[src/rtl/fuzz_pkg.sv]
// Shared constants, enums and helpers for the LCG stimulus driver and its response MISR.
package fuzz_pkg;

   localparam logic [31:0] LCG_MUL   = 32'h41C6_4E6D;
   localparam logic [31:0] LCG_INC   = 32'h0000_3039;
   localparam logic [31:0] MISR_POLY = 32'h04C1_1DB7;

   typedef enum logic [1:0] {
      MODE_LCG  = 2'd0,
      MODE_HOLD = 2'd1,
      MODE_WALK = 2'd2,
      MODE_LCG2 = 2'd3
   } mode_e;

   typedef enum logic [2:0] {
      ST_IDLE,
      ST_RESET,
      ST_PRIME,
      ST_RUN,
      ST_DONE
   } state_e;

   function automatic int words(input int w);
      return (w + 31) / 32;
   endfunction

   // Product is truncated to 32 bits by the return width.
   function automatic logic [31:0] lcg_step(input logic [31:0] x);
      return x * LCG_MUL + LCG_INC;
   endfunction

endpackage

[src/rtl/lcg_stim_driver_if.sv]
// DUT-facing bus: stimulus vector, its strobe, DUT reset, and the DUT response.
interface lcg_stim_driver_if #(
   parameter int IN_W  = 267,
   parameter int OUT_W = 330
);
   logic [IN_W-1:0]  stim;
   logic             stim_valid;
   logic             dut_rst_n;
   logic [OUT_W-1:0] resp;

   modport master (output stim, stim_valid, dut_rst_n, input resp);
   modport slave  (input stim, stim_valid, dut_rst_n, output resp);
endinterface

[src/rtl/resp_misr.sv]
// Folds an OUT_W response into 32 bits and absorbs it into a CRC-32 polynomial MISR.
// Signature updates one clock after en; clr wins over en; no backpressure.
module resp_misr
   import fuzz_pkg::*;
#(
   parameter int OUT_W = 330
) (
   input  logic             clk,
   input  logic             rst_n,
   input  logic             en,
   input  logic             clr,
   input  logic [OUT_W-1:0] resp,
   output logic [31:0]      sig
);
   localparam int NC   = words(OUT_W);
   localparam int PADW = NC * 32;

   logic [PADW-1:0] pad;
   logic [31:0]     fold;
   logic [31:0]     sig_d, sig_q;

   always_comb begin
      pad  = PADW'(resp);
      fold = '0;
      for (int c = 0; c < NC; c++) fold = fold ^ pad[32*c +: 32];
      sig_d = sig_q;
      if (clr)
         sig_d = '0;
      else if (en)
         sig_d = {sig_q[30:0], 1'b0} ^ (sig_q[31] ? MISR_POLY : 32'h0) ^ fold;
   end

   always_ff @(posedge clk or negedge rst_n) begin
      if (!rst_n) sig_q <= '0;
      else        sig_q <= sig_d;
   end

   assign sig = sig_q;
endmodule

[src/rtl/lcg_stim_driver.sv]
// LCG/hold/walking-one stimulus sequencer with DUT reset control and response MISR.
// First stim_valid max(RST_CYC,NW)+1 clocks after start, then one every NW clocks; no backpressure.
module lcg_stim_driver
   import fuzz_pkg::*;
#(
   parameter int          IN_W     = 267,
   parameter int          OUT_W    = 330,
   parameter logic [31:0] SEED_DEF = 32'd817804383,
   parameter int          RST_CYC  = 2,
   parameter int          CNT_W    = 32
) (
   input  logic               clk,
   input  logic               rst_n,
   input  logic               start,
   input  logic               seed_load,
   input  logic [31:0]        seed,
   input  logic [1:0]         mode,
   input  logic [CNT_W-1:0]   cycles,
   lcg_stim_driver_if.master  bus,
   output logic               busy,
   output logic               done,
   output logic [CNT_W-1:0]   vec_count,
   output logic [31:0]        signature
);
   localparam int NW   = words(IN_W);
   localparam int WI_W = (NW > 1) ? $clog2(NW) : 1;
   localparam int WK_W = (IN_W > 1) ? $clog2(IN_W) : 1;

   state_e            state_d, state_q;
   mode_e             fmode_d, fmode_q, fill_mode;
   logic [31:0]       lcg_d, lcg_q, lcg_nxt, rcnt_d, rcnt_q;
   logic [IN_W-1:0]   stage_d, stage_q, stim_d, stim_q, walk_vec;
   logic [WI_W-1:0]   widx_d, widx_q;
   logic [WK_W-1:0]   walk_d, walk_q;
   logic [CNT_W-1:0]  cyc_d, cyc_q, vec_cnt_d, vec_cnt_q;
   logic              fill_done_d, fill_done_q, stim_vld_d, stim_vld_q;
   logic              dut_rst_n_d, dut_rst_n_q, busy_d, busy_q, done_d, done_q;
   logic              fill_step, copy, live, misr_en, misr_clr;

   always_comb begin
      state_d     = state_q;
      fmode_d     = fmode_q;
      lcg_d       = lcg_q;
      rcnt_d      = rcnt_q;
      stage_d     = stage_q;
      stim_d      = stim_q;
      widx_d      = widx_q;
      walk_d      = walk_q;
      cyc_d       = cyc_q;
      vec_cnt_d   = vec_cnt_q;
      fill_done_d = fill_done_q;
      stim_vld_d  = 1'b0;
      dut_rst_n_d = dut_rst_n_q;
      fill_step   = 1'b0;
      copy        = 1'b0;
      misr_en     = 1'b0;
      misr_clr    = 1'b0;
      walk_vec    = '0;
      walk_vec[walk_q] = 1'b1;

      case (state_q)
         ST_IDLE, ST_DONE: begin
            if (seed_load) lcg_d = seed;
            if (start) begin
               state_d     = ST_RESET;
               rcnt_d      = 32'(RST_CYC);
               cyc_d       = cycles;
               fmode_d     = mode_e'(mode);
               walk_d      = '0;
               vec_cnt_d   = '0;
               widx_d      = '0;
               fill_done_d = 1'b0;
               dut_rst_n_d = 1'b0;
               misr_clr    = 1'b1;
            end
         end
         ST_RESET: begin
            fill_step = !fill_done_q;
            if (rcnt_q <= 32'd1) begin
               dut_rst_n_d = 1'b1;
               state_d     = ST_PRIME;
            end else begin
               rcnt_d = rcnt_q - 32'd1;
            end
         end
         ST_PRIME: begin
            if (dut_rst_n_q && fill_done_q) begin
               if (cyc_q == '0) state_d = ST_DONE;
               else begin
                  copy    = 1'b1;
                  state_d = ST_RUN;
               end
            end else begin
               fill_step = !fill_done_q;
            end
         end
         ST_RUN: begin
            if (!fill_done_q) fill_step = 1'b1;
            else if (vec_cnt_q == cyc_q) begin
               misr_en = 1'b1;
               state_d = ST_DONE;
            end else copy = 1'b1;
         end
         default: state_d = ST_IDLE;
      endcase

      // A copy closes one fill and opens the next on the same edge.
      fill_mode = fmode_q;
      if (copy) begin
         stim_d      = (fmode_q == MODE_WALK) ? walk_vec : stage_q;
         stim_vld_d  = 1'b1;
         misr_en     = 1'b1;
         vec_cnt_d   = vec_cnt_q + CNT_W'(1);
         walk_d      = (walk_q == WK_W'(IN_W - 1)) ? '0 : walk_q + WK_W'(1);
         widx_d      = '0;
         fill_done_d = 1'b0;
         fill_step   = 1'b1;
         fill_mode   = mode_e'(mode);
         fmode_d     = fill_mode;
      end

      // The fill after the last vector only paces done; it must not consume LCG words.
      live    = (vec_cnt_d != cyc_q);
      lcg_nxt = lcg_step(lcg_q);
      if (fill_step) begin
         if (live && fill_mode != MODE_HOLD) begin
            lcg_d = lcg_nxt;
            for (int b = 0; b < 32; b++)
               if (32 * int'(widx_d) + b < IN_W) stage_d[32 * int'(widx_d) + b] = lcg_nxt[b];
         end
         fill_done_d = (widx_d == WI_W'(NW - 1));
         widx_d      = widx_d + WI_W'(1);
      end

      busy_d = (state_d == ST_RESET) || (state_d == ST_PRIME) || (state_d == ST_RUN);
      done_d = (state_d == ST_DONE);
   end

   always_ff @(posedge clk or negedge rst_n) begin
      if (!rst_n) begin
         state_q     <= ST_IDLE;
         fmode_q     <= MODE_LCG;
         lcg_q       <= SEED_DEF;
         rcnt_q      <= '0;
         stage_q     <= '0;
         stim_q      <= '0;
         widx_q      <= '0;
         walk_q      <= '0;
         cyc_q       <= '0;
         vec_cnt_q   <= '0;
         fill_done_q <= 1'b0;
         stim_vld_q  <= 1'b0;
         dut_rst_n_q <= 1'b0;
         busy_q      <= 1'b0;
         done_q      <= 1'b0;
      end else begin
         state_q     <= state_d;
         fmode_q     <= fmode_d;
         lcg_q       <= lcg_d;
         rcnt_q      <= rcnt_d;
         stage_q     <= stage_d;
         stim_q      <= stim_d;
         widx_q      <= widx_d;
         walk_q      <= walk_d;
         cyc_q       <= cyc_d;
         vec_cnt_q   <= vec_cnt_d;
         fill_done_q <= fill_done_d;
         stim_vld_q  <= stim_vld_d;
         dut_rst_n_q <= dut_rst_n_d;
         busy_q      <= busy_d;
         done_q      <= done_d;
      end
   end

   resp_misr #(.OUT_W(OUT_W)) u_misr (
      .clk   (clk),
      .rst_n (rst_n),
      .en    (misr_en),
      .clr   (misr_clr),
      .resp  (bus.resp),
      .sig   (signature)
   );

   assign bus.stim       = stim_q;
   assign bus.stim_valid = stim_vld_q;
   assign bus.dut_rst_n  = dut_rst_n_q;
   assign busy           = busy_q;
   assign done           = done_q;
   assign vec_count      = vec_cnt_q;
endmodule

[src/flat_wrapper.sv]
// flat-port wrapper written by rule: the top's interface ports become plain ports
module lcg_stim_driver_flat import fuzz_pkg::*;
#(
   parameter int          IN_W     = 267,
   parameter int          OUT_W    = 330,
   parameter logic [31:0] SEED_DEF = 32'd817804383,
   parameter int          RST_CYC  = 2,
   parameter int          CNT_W    = 32
)
  (clk, rst_n, start, seed_load, seed, mode, cycles, busy, done, vec_count, signature, bus_stim, bus_stim_valid, bus_dut_rst_n, bus_resp);
  lcg_stim_driver_if #(.IN_W(IN_W), .OUT_W(OUT_W)) bus_i ();
  input  logic clk;
  input  logic rst_n;
  input  logic start;
  input  logic seed_load;
  input  logic [31:0] seed;
  input  logic [1:0] mode;
  input  logic [CNT_W-1:0] cycles;
  output logic busy;
  output logic done;
  output logic [CNT_W-1:0] vec_count;
  output logic [31:0] signature;
  output wire logic [$bits(bus_i.stim)-1:0] bus_stim;
  output wire logic [$bits(bus_i.stim_valid)-1:0] bus_stim_valid;
  output wire logic [$bits(bus_i.dut_rst_n)-1:0] bus_dut_rst_n;
  input wire logic [$bits(bus_i.resp)-1:0] bus_resp;
  assign bus_stim = bus_i.stim;
  assign bus_stim_valid = bus_i.stim_valid;
  assign bus_dut_rst_n = bus_i.dut_rst_n;
  assign bus_i.resp = bus_resp;
  lcg_stim_driver #(.IN_W(IN_W), .OUT_W(OUT_W), .SEED_DEF(SEED_DEF), .RST_CYC(RST_CYC), .CNT_W(CNT_W)) u_core (.clk(clk), .rst_n(rst_n), .start(start), .seed_load(seed_load), .seed(seed), .mode(mode), .cycles(cycles), .bus(bus_i), .busy(busy), .done(done), .vec_count(vec_count), .signature(signature));
endmodule
[config.mk]
export PLATFORM = sky130hd
export DESIGN_NAME = lcg_stim_driver_flat
export DESIGN_NICKNAME = d
export VERILOG_FILES = /design/src/rtl/fuzz_pkg.sv /design/src/rtl/lcg_stim_driver_if.sv /design/src/rtl/resp_misr.sv /design/src/rtl/lcg_stim_driver.sv /design/src/flat_wrapper.sv
export SDC_FILE = /design/constraint.sdc
export NUM_CORES = 2
export LEC_CHECK = 0
export ABC_AREA = 0
export BUFFER_PORTS_ARGS = -buffer_cell sky130_fd_sc_hd__clkbuf_2
export CORE_MARGIN = 5
export CORE_UTILIZATION = 50
export DETAILED_ROUTE_END_ITERATION = 7
export PLACE_DENSITY = 0.72
export SKIP_CTS_REPAIR_TIMING = 1
export SYNTH_ARGS = -nofsm -noshare
export SYNTH_HDL_FRONTEND = slang
export SYNTH_SLANG_ARGS = --single-unit
export TNS_END_PERCENT = 10
[constraint.sdc]
create_clock -name clk -period 14.95 [get_ports clk]
set_input_delay 0.7475 -clock clk [delete_from_list [all_inputs] [get_ports clk]]
set_output_delay 0.7475 -clock clk [all_outputs]
set_load 0.05 [all_outputs]
* Word level (Yosys, flattened, before mapping)
Index checks and enable logic that the tools add are counted.
W data, S select, Z words.
** Word-level totals
- Register bits :: 717
- Input bits :: 400
- Output and inout port bits :: 335
- Logic and storage cells :: 481
** Operators by class
- Add/sub/neg operators :: 36
- Multiply operators :: 1
- Order comparisons :: 99
- Equality and inequality tests :: 17
- Mux-type cells :: 247
- Bitwise gates (word level) :: 12
- Reductions and logical operators :: 53
** Operators by type and width (number)
- $mux W267 :: 95
- $bwmux W267 :: 32
- $ge A32 B1 Y1 const B :: 31
- $lt A32 B11 Y1 const B :: 31
- $lt A32 B10 Y1 const B :: 30
- $mux W32 :: 11
- $xor A32 B32 Y32 :: 10
- $demux W1 S9 :: 32
- $add A9 B5 Y10 const B :: 16
- $add A9 B4 Y10 const B :: 8
- $pmux W32 S2 :: 1
- $mux W1 :: 52
- $add A9 B3 Y10 const B :: 4
- $mux W9 :: 4
- $logic_and A1 B1 Y1 :: 35
- $add A32 B1 Y32 const B :: 1
- $add A32 B14 Y32 const B :: 1
- $eq A32 B32 Y1 :: 1
- $le A32 B1 Y1 const B :: 1
- $logic_not A32 Y1 :: 1
- $mul A32 B31 Y32 const B :: 1
- $ne A32 B32 Y1 :: 1
- $sub A32 B1 Y32 const B :: 1
- $xor A32 B10 Y32 :: 1
- other kinds (33) :: 64

* Longest topological paths before layout
- Depth after elaboration :: 135
- Depth in mapped cells :: 29
- Depth with buffers taken out :: 28

* Modules after synthesis
From an unflattened synthesis, not the netlist that was laid out.
** Second synthesis, totals
- Cells, all modules :: 4251
- Area, all modules :: 45459.8 sq um
** By module, submodules not included
- lcg_stim_driver :: times used 1, cells each 3842, area each 40958.0 sq um
- resp_misr :: times used 1, cells each 409, area each 4501.8 sq um

* Least setup slack after synthesis
OpenSTA, ideal clock, no wires.
- Kind :: reg-to-reg
- From :: reg u_core.lcg_q[0]
- To :: reg u_core.lcg_q[30]
- Library setup time :: 0.128 ns
- Arrival :: 6.886 ns
- Required time :: 14.822 ns
- Setup slack :: 7.936 ns
- Stages on the path, launching flop included :: 30
- Path buffers :: 1
- Clock period less this slack :: 7.014 ns
- Cell sequence :: dfstp_2 inv_1 clkbuf_1 ha_1 clkinv_1 ha_1 inv_1 fa_1 inv_1 fa_1 ha_1 inv_1 fa_1 inv_1 fa_1 inv_1 fa_1 inv_1 ha_1 a21o_1 a21o_1 nand2_1 o2111ai_1 nand4_1 a31oi_1 o31a_1 or3_1 a21oi_1 xnor2_1 mux2_1
** Between the ends
- Cells in the longest elaborated chain, start to end :: 4
** Ends and longest elaborated chain
- start: declaration :: line lcg_stim_driver.sv:31 : logic [31:0] lcg_d, lcg_q, lcg_nxt, rcnt_d, rcnt_q;
- start signal: assignment :: line lcg_stim_driver.sv:159 : lcg_q <= lcg_d;
- $mul A32 B31 Y32 :: line fuzz_pkg.sv:29 : return x * LCG_MUL + LCG_INC;
- $add A32 B14 Y32 :: line fuzz_pkg.sv:29
- $mux W32 :: line lcg_stim_driver.sv:126 : if (live && fill_mode != MODE_HOLD) begin
- $mux W32 :: line lcg_stim_driver.sv:125 : if (fill_step) begin
- named net u_core.lcg_d[30] :: line lcg_stim_driver.sv:31
The timed path passes the listed nets, and every way through them passes these cells.
A chain may end at the register's enable or synchronous reset.

* Worst setup path after layout
- From :: reg u_core.lcg_q[0]
- To :: reg u_core.lcg_q[31]
Same word-level chain as after synthesis.

==> results.sh <==
export IMPL_outcome="finished clean"
export IMPL_synth_top_area_share_pct=39.9
export IMPL_rsz0062_at_grt="no"
export IMPL_cap_violations=0
export IMPL_ant_nets=0
export IMPL_grt_start_max_net_pins=193
export IMPL_clock_skew_final_ps=56.2
export IMPL_final_setup_tns_ps=0
export IMPL_cts_buffer_depth=3
export IMPL_layout_setup_ws_ps=6750
export IMPL_syn_num_nets=5056
export IMPL_synth_top_area_cell="dfrtp_1"
export IMPL_dr_pass1_iters=6
export IMPL_synthCells=4251
export IMPL_synth_edf_count=0
export IMPL_clk_latency_ps=680
export IMPL_yosysUniqueCellTypes=82
export IMPL_overflow=0
export IMPL_boundaryPins=735
export IMPL_slew_headroom_pct=1.87
export IMPL_synth_ff_type="dfrtp_1"
export IMPL_crit_path_start_kind="register"
export IMPL_wl_per_cell_um=25.9
export IMPL_routed_via_density=5.78
export IMPL_track_usage_pct=33.1
export IMPL_r2r_setup_slack_ps=6750
export IMPL_fin_nets=5711
export IMPL_arrival_ps=8730
export IMPL_ys_top_cells_by_area="dfrtp_1 (40%), fa_1 (8.5%), xnor2_1 (7.4%), mux2_2 (6.7%), ha_1 (6.2%)"
export IMPL_start_util_pct=50.5
export IMPL_grt_pass1_wl_um=234000
export IMPL_syn_cell_area_um2=43900
export IMPL_period_share_pct=54.8
export IMPL_htree_levels=3
export IMPL_hp_class="in -> async"
export IMPL_min_period_ps=8200
export IMPL_drt_wl_total_um=159000
export IMPL_antenna_found_initial=20
export IMPL_drt_iter0_markers=3316
export IMPL_core_area_um2=86900
export IMPL_hpwl_um=121000
export IMPL_cts_sinks=717
export IMPL_ys_seq_elements=717
export IMPL_worst_pin_slew_ps=1470
export IMPL_grt_pass1_vias=36000
export IMPL_finalSetupViolations=0
export IMPL_drive_above_1_share_pct=25.9
export IMPL_die_w_um=306
export IMPL_routed_via_count=35400
export IMPL_slew_violations=0
export IMPL_path_clk_slew_ps=70
export IMPL_syn_avg_cell_area_um2=10.3
export IMPL_die_y_um=306
export IMPL_post_place_ws_ps=6760
export IMPL_ys_warnings_count=0
export IMPL_end_kind="register"
export IMPL_layoutNonFillerInstCount=6133
export IMPL_drc_errors=0
export IMPL_io_buffers=734
export IMPL_dieArea_um2=93700
export IMPL_ys_async_sr_fraction_pct=100
export IMPL_placedCellCount=5980
export IMPL_ys_top_cells_by_count="dfrtp_1 (699), nor2_1 (639), inv_1 (425), xnor2_1 (371), a221oi_1 (267)"
export IMPL_cp_max_fo=14
export IMPL_crit_required_ps=15480
export IMPL_cts_tree="done"
export IMPL_gp_congestion=1.00
export IMPL_yosysMostFrequentCell="dfrtp_1"
export IMPL_critPathKind="reg -> reg"
export IMPL_rows=108
export IMPL_cts_made_buffers=79
export IMPL_synth_seq_area_share_pct=41.0
export IMPL_root_buffer="clkbuf_16"
export IMPL_hold_viol=0
export IMPL_area_growth_pct=18.3
export IMPL_max_freq_mhz=122
==> path summary, 6_finish.rpt <==
kind	start	end	cells after the start
hold / removal	rst_n	u_core.bus.stim[141]$_DFFE_PN0P_	1
max in group asynchronous	rst_n	u_core.u_misr.sig[10]$_DFFE_PN0P_	3
hold reg to reg	u_core.stage_q[227]$_DFFE_PN0P_	u_core.stage_q[227]$_DFFE_PN0P_	1
min in group clk	cycles[4]	u_core.cyc_q[4]$_DFFE_PN0P_	3
setup reg to reg	u_core.lcg_q[0]$_DFF_PN1_	u_core.lcg_q[31]$_DFF_PN0_	27
setup / recovery	u_core.lcg_q[0]$_DFF_PN1_	u_core.lcg_q[31]$_DFF_PN0_	27
==> layout by cell type (no fill, tap or decap), drive strengths merged, types with 34 or more instances in the layout <==
cell	synthesis	routed
clkbuf	172	842
dfrtp	699	699
nor2	640	640
inv	425	427
xnor2	371	371
mux2	304	304
a221oi	267	267
nand2	263	263
ha	218	218
fa	187	187
xor2	115	115
o21ai	83	83
buf	50	63
a21oi	57	57
o31ai	39	39
nor3	34	34
==> cell families after synthesis <==
| logic type | share of synthesized area [%] |
|---|---|
| compound gates | 9.47 |
| xor+xnor | 9.71 |
| fa+ha+maj | 14.8 |
| buf+inv | 5.69 |
| flops | 41.0 |
| mux | 8.47 |
| simple gates | 10.9 |
==> flip-flops by register name, indices dropped and copies added (netlist names), 4 cells and up <==
signal and count:
u_core.bus.stim 267, u_core.stage_q 267, u_core.cyc_q 32, u_core.lcg_q 32, u_core.rcnt_q 32, u_core.u_misr.sig 32
u_core.vec_count 32, u_core.walk_q 9, u_core.widx_q 4
==> layer usage <==
layer	GRT usage (%)	vias up	share of wire, %
met5	0	-	0.012
met4	20.1	4	7.4
met3	5.61	398	7.6
met2	55.0	1755	48
met1	40.7	17600	37
li1	-	15700	-
==> final cells by class <==
type,count,area (um2)
Tap cell,1155,1450
Antenna cell,12,30.0
Sequential cell,717,18000
Multi-Input combinational cell,2886,23800
Timing Repair Buffer,796,4190
Fill cell,7324,35000
Clock buffer,109,2300
Clock inverter,32,579
Inverter,426,1610
==> worst max-delay path: stages (launching register included) <==
cell      delay, ps
dfstp_2         700
inv_1           350
ha_1            470
clkinv_1        570
ha_1            450
inv_1            80
fa_1            160
inv_1            50
fa_1            410
ha_1            280
inv_1            50
fa_1            470
inv_1            50
fa_1            530
inv_1            60
fa_1            520
inv_1            40
ha_1            380
a21o_1          210
a21o_1          180
nand2_1         100
o21ai_0         230
a21oi_1         520
o311ai_0        260
a31o_2          280
a21oi_1         220
xnor2_2         170
mux2_1          320
==> through the flow <==
stage	hold WS [ps]	utilization [%]	instance area, um2
floorplan	452	-	43900
global placement	473	56.3	49000
detailed placement	481	56.3	49000
CTS	178	59.7	51800
global route	230	59.7	51900
finish	149	59.7	51900
Power is not shown: default switching activity piles up to over one toggle a cycle in this logic, so the estimate is an artifact.
